### config.mk
export PLATFORM = sky130hd
export DESIGN_NAME = uart_rx_cfg_flat
export DESIGN_NICKNAME = d
export VERILOG_FILES = /design/src/rtl/uart_pkg.sv /design/src/rtl/uart_rx_cfg_if.sv /design/src/rtl/uart_sync2.sv /design/src/rtl/uart_rx_cfg.sv /design/src/flat_wrapper.sv
export SDC_FILE = /design/constraint.sdc
export NUM_CORES = 1
export LEC_CHECK = 0
export ABC_AREA = 1
export CAP_MARGIN = 10
export CORE_MARGIN = 2
export CORE_UTILIZATION = 55
export CTS_BUF_LIST = sky130_fd_sc_hd__clkbuf_2 sky130_fd_sc_hd__clkbuf_4 sky130_fd_sc_hd__clkbuf_8
export CTS_CLUSTER_DIAMETER = 30
export DETAILED_ROUTE_END_ITERATION = 7
export GPL_TIMING_DRIVEN = 0
export MAX_ROUTING_LAYER = met4
export PLACE_DENSITY_LB_ADDON = 0.12
export SLEW_MARGIN = 20
export SYNTH_ARGS = -nofsm -noshare
export SYNTH_HDL_FRONTEND = slang
export SYNTH_SLANG_ARGS = --single-unit
### constraint.sdc
create_clock -name clk -period 1.85 [get_ports clk]
set_input_delay 0.2775 -clock clk [delete_from_list [all_inputs] [get_ports clk]]
set_output_delay 0.2775 -clock clk [all_outputs]
set_load 0.02 [all_outputs]
### src/rtl/uart_pkg.sv
// Shared UART definitions: FSM state encodings, parity modes and default
// frame geometry used by the receiver, transmitter and baud generator.
package uart_pkg;

   localparam int OS_DEF      = 16;
   localparam int NB_DATA_DEF = 8;

   localparam logic [2:0] ST_IDLE   = 3'd0;
   localparam logic [2:0] ST_START  = 3'd1;
   localparam logic [2:0] ST_DATA   = 3'd2;
   localparam logic [2:0] ST_PARITY = 3'd3;
   localparam logic [2:0] ST_STOP   = 3'd4;

   typedef enum logic [2:0] {
      S_IDLE   = ST_IDLE,
      S_START  = ST_START,
      S_DATA   = ST_DATA,
      S_PARITY = ST_PARITY,
      S_STOP   = ST_STOP
   } rx_state_t;

   localparam logic [1:0] PAR_NONE = 2'b00;
   localparam logic [1:0] PAR_EVEN = 2'b01;
   localparam logic [1:0] PAR_ODD  = 2'b10;

   // Mode 2'b11 is deliberately folded into "no parity bit on the line".
   function automatic logic par_enabled(input logic [1:0] mode);
      return (mode == PAR_EVEN) || (mode == PAR_ODD);
   endfunction

endpackage

### src/rtl/uart_rx_cfg_if.sv
// Receiver result bus towards the RX FIFO / ALU: a one-cycle done strobe
// qualifying the held data word and error flags.
interface uart_rx_cfg_if #(
   parameter int NB_DATA = uart_pkg::NB_DATA_DEF
);
   logic               rx_done_tick;
   logic [NB_DATA-1:0] dout;
   logic               parity_err;
   logic               frame_err;
   logic               break_det;

   modport master (output rx_done_tick, output dout, output parity_err,
                   output frame_err, output break_det);
   modport slave  (input rx_done_tick, input dout, input parity_err,
                   input frame_err, input break_det);
endinterface

### src/rtl/uart_sync2.sv
// Two-flop synchroniser for asynchronous serial-line inputs; resets to the
// idle-high line level so no false start edge appears out of reset.
module uart_sync2 (
   input  logic clk,
   input  logic reset,
   input  logic i_d,
   output logic o_q
);
   logic r_meta;
   logic r_sync;

   always_ff @(posedge clk or posedge reset) begin
      if (reset) begin
         r_meta <= 1'b1;
         r_sync <= 1'b1;
      end else begin
         r_meta <= i_d;
         r_sync <= r_meta;
      end
   end

   assign o_q = r_sync;
endmodule

### src/rtl/uart_rx_cfg.sv
// Configurable oversampling UART receiver: NB_DATA data bits, runtime
// parity and stop-bit count, glitch rejection and error/break reporting.
module uart_rx_cfg
   import uart_pkg::*;
#(
   parameter int NB_DATA = NB_DATA_DEF,
   parameter int OS      = OS_DEF
) (
   input  logic          clk,
   input  logic          reset,
   input  logic          rx,
   input  logic          s_tick,
   input  logic [1:0]    parity_mode,
   input  logic          stop2,
   uart_rx_cfg_if.master rx_bus
);
   localparam int SW = $clog2(OS);
   localparam int NW = $clog2(NB_DATA);
   localparam logic [SW-1:0] S_HALF = SW'(OS / 2 - 1);
   localparam logic [SW-1:0] S_LAST = SW'(OS - 1);
   localparam logic [SW-1:0] S_ONE  = SW'(1);
   localparam logic [NW-1:0] N_LAST = NW'(NB_DATA - 1);
   localparam logic [NW-1:0] N_ONE  = NW'(1);

   logic w_rx_s;

   uart_sync2 u_sync (
      .clk   (clk),
      .reset (reset),
      .i_d   (rx),
      .o_q   (w_rx_s)
   );

   rx_state_t          r_state;
   logic [SW-1:0]      r_s_cnt;
   logic [NW-1:0]      r_n_cnt;
   logic [NB_DATA-1:0] r_sh;
   logic               r_pbit;
   logic [1:0]         r_par_mode;
   logic               r_stop2;
   logic               r_stop_idx;
   logic               r_ferr;
   logic               r_armed;
   logic               r_done;
   logic [NB_DATA-1:0] r_dout;
   logic               r_perr_o;
   logic               r_ferr_o;
   logic               r_brk_o;

   logic w_par_on;
   logic w_perr;
   logic w_ferr_now;
   logic w_all_zero;

   assign w_par_on   = par_enabled(r_par_mode);
   // Even: data^pbit must be 0; odd: it must be 1.
   assign w_perr     = w_par_on && ((^{r_sh, r_pbit}) != (r_par_mode == PAR_ODD));
   assign w_ferr_now = r_ferr | ~w_rx_s;
   assign w_all_zero = (r_sh == '0) && (!w_par_on || !r_pbit);

   always_ff @(posedge clk or posedge reset) begin
      if (reset) begin
         r_state    <= S_IDLE;
         r_s_cnt    <= '0;
         r_n_cnt    <= '0;
         r_sh       <= '0;
         r_pbit     <= 1'b0;
         r_par_mode <= PAR_NONE;
         r_stop2    <= 1'b0;
         r_stop_idx <= 1'b0;
         r_ferr     <= 1'b0;
         r_armed    <= 1'b1;
         r_done     <= 1'b0;
         r_dout     <= '0;
         r_perr_o   <= 1'b0;
         r_ferr_o   <= 1'b0;
         r_brk_o    <= 1'b0;
      end else begin
         r_done <= 1'b0;
         case (r_state)
            // Arming only happens in IDLE, so a line stuck low after a
            // break cannot retrigger until it has been seen high again.
            S_IDLE: begin
               if (w_rx_s) begin
                  r_armed <= 1'b1;
               end else if (r_armed) begin
                  r_armed    <= 1'b0;
                  r_state    <= S_START;
                  r_s_cnt    <= '0;
                  r_par_mode <= parity_mode;
                  r_stop2    <= stop2;
                  r_stop_idx <= 1'b0;
                  r_ferr     <= 1'b0;
               end
            end
            S_START: begin
               if (s_tick) begin
                  if (r_s_cnt == S_HALF) begin
                     r_s_cnt <= '0;
                     if (!w_rx_s) begin
                        r_state <= S_DATA;
                        r_n_cnt <= '0;
                     end else begin
                        r_state <= S_IDLE;
                     end
                  end else begin
                     r_s_cnt <= r_s_cnt + S_ONE;
                  end
               end
            end
            S_DATA: begin
               if (s_tick) begin
                  if (r_s_cnt == S_LAST) begin
                     r_s_cnt <= '0;
                     r_sh    <= {w_rx_s, r_sh[NB_DATA-1:1]};
                     if (r_n_cnt == N_LAST)
                        r_state <= w_par_on ? S_PARITY : S_STOP;
                     else
                        r_n_cnt <= r_n_cnt + N_ONE;
                  end else begin
                     r_s_cnt <= r_s_cnt + S_ONE;
                  end
               end
            end
            S_PARITY: begin
               if (s_tick) begin
                  if (r_s_cnt == S_LAST) begin
                     r_s_cnt <= '0;
                     r_pbit  <= w_rx_s;
                     r_state <= S_STOP;
                  end else begin
                     r_s_cnt <= r_s_cnt + S_ONE;
                  end
               end
            end
            S_STOP: begin
               if (s_tick) begin
                  if (r_s_cnt == S_LAST) begin
                     r_s_cnt <= '0;
                     if (r_stop2 && !r_stop_idx) begin
                        r_stop_idx <= 1'b1;
                        r_ferr     <= w_ferr_now;
                     end else begin
                        r_state  <= S_IDLE;
                        r_done   <= 1'b1;
                        r_dout   <= r_sh;
                        r_perr_o <= w_perr;
                        r_ferr_o <= w_ferr_now;
                        r_brk_o  <= w_ferr_now && w_all_zero;
                     end
                  end else begin
                     r_s_cnt <= r_s_cnt + S_ONE;
                  end
               end
            end
            default: r_state <= S_IDLE;
         endcase
      end
   end

   assign rx_bus.rx_done_tick = r_done;
   assign rx_bus.dout         = r_dout;
   assign rx_bus.parity_err   = r_perr_o;
   assign rx_bus.frame_err    = r_ferr_o;
   assign rx_bus.break_det    = r_brk_o;
endmodule
### src/flat_wrapper.sv
// flat-port wrapper written by rule: the top's interface ports become plain ports
module uart_rx_cfg_flat import uart_pkg::*;
#(
   parameter int NB_DATA = NB_DATA_DEF,
   parameter int OS      = OS_DEF
)
  (clk, reset, rx, s_tick, parity_mode, stop2, rx_bus_rx_done_tick, rx_bus_dout, rx_bus_parity_err, rx_bus_frame_err, rx_bus_break_det);
  uart_rx_cfg_if #(.NB_DATA(NB_DATA)) rx_bus_i ();
  input  logic clk;
  input  logic reset;
  input  logic rx;
  input  logic s_tick;
  input  logic [1:0] parity_mode;
  input  logic stop2;
  output wire logic [$bits(rx_bus_i.rx_done_tick)-1:0] rx_bus_rx_done_tick;
  output wire logic [$bits(rx_bus_i.dout)-1:0] rx_bus_dout;
  output wire logic [$bits(rx_bus_i.parity_err)-1:0] rx_bus_parity_err;
  output wire logic [$bits(rx_bus_i.frame_err)-1:0] rx_bus_frame_err;
  output wire logic [$bits(rx_bus_i.break_det)-1:0] rx_bus_break_det;
  assign rx_bus_rx_done_tick = rx_bus_i.rx_done_tick;
  assign rx_bus_dout = rx_bus_i.dout;
  assign rx_bus_parity_err = rx_bus_i.parity_err;
  assign rx_bus_frame_err = rx_bus_i.frame_err;
  assign rx_bus_break_det = rx_bus_i.break_det;
  uart_rx_cfg #(.NB_DATA(NB_DATA), .OS(OS)) u_core (.clk(clk), .reset(reset), .rx(rx), .s_tick(s_tick), .parity_mode(parity_mode), .stop2(stop2), .rx_bus(rx_bus_i));
endmodule
==> flow_summary_export.csv <==
group,metric,value,unit
timing,maxSlewViolCount,0,
timing,finalCritPeriodShare,86.29,%
floorplan,fp.dieH,65.68,µm
hold_path,hold_path.class,"input pin to async pin",
setup_path,cp.arrival,1.78,ns
finish,drive_gt1_share,22.38,%
power,ir_drop,0.8302,mV
timing,min_period,1.596,ns
clock_network,clk_latency,0.28,ns
timing,fmaxAchievable,0.6265,GHz
clock_network,cts_tree,"built",
logic_synthesis,mappedNetlistArea,0.002092,mm²
logic_synthesis,syn_area_per_cell,8.368,µm²
timing,post-route-worst-setup-slack,0.2537,ns
place,place_congestion,0.8803,
flow_run,max_cap_viol_count,0,
clock_network,clockBufferDepth,2,
logic_synthesis,synth_cell_types,30,
detailed_routing,via_count,1599,
place,port_buffers,18,
detailed_routing,wl,3548,µm
global_route,grt_usage,20.17,%
logic_synthesis,synthesis.nets,261,
detailed_routing,routed_via_density,4.920,
global_route,overflow,0,
detailed_routing,dr.pass1.iters,4,
power,p_per_area,1140,mW/mm²
logic_synthesis,yosysWarnings,0,
detailed_routing,postRouteAntennaNets,0,
timing,final-setup-viol-count,0,
place,place_hpwl,2714,µm
timing,relSlewSlack,77.71,%
detailed_routing,drtIter0Drc,163,
setup_path,crit_fanout,10,
clock_network,clockRootBuffer,"clkbuf_8",
logic_synthesis,seq_area_frac_synth,46.83,%
floorplan,fp-row-count,22,
floorplan,core_area,0.003661,mm²
clock_network,cts_htree_levels,2,
clock_network,hold_buffers,0,
clock_network,post_cts_resized,0,
outcome,outcome,"completed",
clock_network,cts_setup_buffers,0,
finish,antenna_cells,0,
floorplan,die_area,0.004313,mm²
floorplan,boundaryPins,19,
finish,nFillCells,343,
finish,num-nets-final,287,
global_route,antenna_found_initial,0,
floorplan,start_util,57.14,%
clock_network,numCtsBuffers,5,
setup_path,end_kind,"register",
place,placed_area,0.002352,mm²
timing,worst_pin_slew,0.3343,ns
clock_network,cts.sinks,39,
timing,rsz0062_at_grt,"false",
floorplan,die_x,65.68,µm
timing,fin_skew,0.005434,ns
setup_path,required,2.03,ns
detailed_routing,drc,0,
power,leakagePower,0.001217,µW
place,dp_slack,0.08720,ns
global_route,grt_first_pass_wirelength,6341,µm
setup_path,start_kind,"register",
logic_synthesis,ys_ff_latch,39,
setup_path,setup.worst_path.class,"register to register",
global_route,grt_pass1_vias,1472,
timing,final_hold_viol_count,0,
logic_synthesis,synth_cells,250,
clock_network,clk_pin_slew,0.07,ns
finish,final_area,0.002441,mm²
finish,area_delta_synth_final,16.69,%
detailed_routing,wl_per_cell,10.92,µm
global_route,grt_start_max_net_pins,30,
-- placed cells by master (no fill, tap or decap), drive strengths merged --
cell           netlist  layout
nand3               14      14
nand2               87      87
nor4                 1       1
clkdlybuf4s50        0      18
a21oi                5       5
clkinv               0       1
dfstp                3       3
ha                   4       4
nand4                3       3
mux2                 1       1
or2                  1       1
clkbuf               0       7
buf                  3       4
xor2                 1       1
inv                 34      34
xnor2                2       2
nor3                 1       1
nor2                24      24
a31oi                1       1
dfrtp               36      36
o21ai               29      29
-- layer usage --
metal	global-route usage [%]	vias to the layer above	routed length, µm	share of wire (%)
li1	-	839	-	-
met4	8.073	0	57	1.6
met1	24.86	736	1720	48
met3	5.651	4	106	3.0
met2	31.44	20	1664	47
met5	-	-	0	0
-- power by group --
part / internal, µW / total, µW / switching [µW] / leakage, µW
logic: 394 / 1120 / 721 / 0.000647
registers: 980 / 1100 / 118 / 0.000521
clock network: 294 / 570 / 276 / 0.0000491
total: 1670 / 2780 / 1120 / 0.00122
-- synthesized netlist by cell type --
library cell | instances | share of area (%)
nor3_1 | 1 | 0.24
nor2_1 | 13 | 2.3
nand4_1 | 2 | 0.60
dfrtp_1 | 36 | 43
o21ai_1 | 12 | 2.9
nand2_4 | 3 | 1.6
a31oi_1 | 1 | 0.30
ha_1 | 4 | 2.4
o21ai_2 | 10 | 4.2
a21oi_1 | 4 | 0.96
buf_6 | 2 | 1.1
nand2_2 | 9 | 2.7
nor2_4 | 6 | 3.2
inv_2 | 6 | 1.1
nor2_2 | 5 | 1.5
o21ai_0 | 7 | 1.7
xor2_1 | 1 | 0.42
nand3_1 | 12 | 2.9
nand4_2 | 1 | 0.60
mux2_2 | 1 | 0.54
inv_1 | 27 | 4.8
nand2_1 | 75 | 13
nor4_1 | 1 | 0.30
a21oi_4 | 1 | 0.78
dfstp_2 | 3 | 3.8
xnor2_1 | 2 | 0.84
or2_2 | 1 | 0.30
buf_2 | 1 | 0.24
nand3_2 | 2 | 0.96
inv_4 | 1 | 0.30
-- sequential cells by signal, summed over array words and instances (netlist names) --
register / count
u_core.r_stop_idx: 1
u_core.r_pbit: 1
u_core.u_sync.o_q: 1
u_core.r_par_mode: 2
u_core.r_n_cnt: 3
u_core.r_sh: 8
u_core.rx_bus.frame_err: 1
u_core.r_s_cnt: 4
u_core.rx_bus.parity_err: 1
u_core.r_armed: 1
u_core.rx_bus.break_det: 1
u_core.rx_bus.dout: 8
u_core.u_sync.r_meta: 1
u_core.r_state: 3
u_core.r_stop2: 1
u_core.r_ferr: 1
u_core.rx_bus.rx_done_tick: 1
-- per-stage QoR --
step	total power (µW)	hold WS [ns]	util (%)	TNS, ns	cells
2_1_floorplan	2033	0.2820	-	0	250
5_1_grt	3001	0.2579	66.68	0	325
3_3_place_gp	2214	0.3473	63.70	-5.294	316
3_5_place_dp	2233	0.3485	64.25	0	317
6_report	2784	0.2366	66.68	0	325
4_1_cts	2814	0.2366	66.68	0	325
-- cells by family after synthesis --
group / share of synthesized area [%]
adders and majority gates: 2.392
AOI/OAI and AO/OA: 10.77
muxes: 0.5382
and+or+nand+nor: 30.68
buffers and inverters: 7.536
DFF: 46.83
xor gates and xnor gates: 1.256
-- worst paths after layout --
path,startpoint,end,slack (ns),cells after the start
worst min register to register,u_core.u_sync.r_meta,u_core.u_sync.o_q,0.36,0
min in group clk,u_core.u_sync.r_meta,u_core.u_sync.o_q,0.36,0
max in group asynchronous,reset,u_core.r_armed,1.13,3
worst min-delay path,reset,u_core.r_state[2],0.24,2
worst max-delay path,u_core.r_s_cnt[0],u_core.r_sh[1],0.25,7
worst max register to register,u_core.r_s_cnt[0],u_core.r_sh[1],0.25,7
-- final cells by class --
| class | instances | area (µm²) | area share, % |
|---|---|---|---|
| Clock buffer | 7 | 83.83 | 3.434 |
| Tap cell | 48 | 60.06 | 2.460 |
| Sequential cell | 39 | 979.7 | 40.13 |
| Timing Repair Buffer | 19 | 200.2 | 8.201 |
| Buffer | 3 | 27.53 | 1.128 |
| Inverter | 34 | 130.1 | 5.331 |
| Clock inverter | 1 | 5.005 | 0.2050 |
| Multi-Input combinational cell | 174 | 954.7 | 39.11 |
-- worst max-delay path, cell delays in order (launching register included) --
cell and delay, ns:
dfrtp_1 0.40, ha_1 0.27, nand4_2 0.23, inv_1 0.14, nand2_2 0.13, buf_6 0.19
nand2_1 0.08, o21ai_2 0.05
No activity file was read; power rests on OpenSTA's default activity.
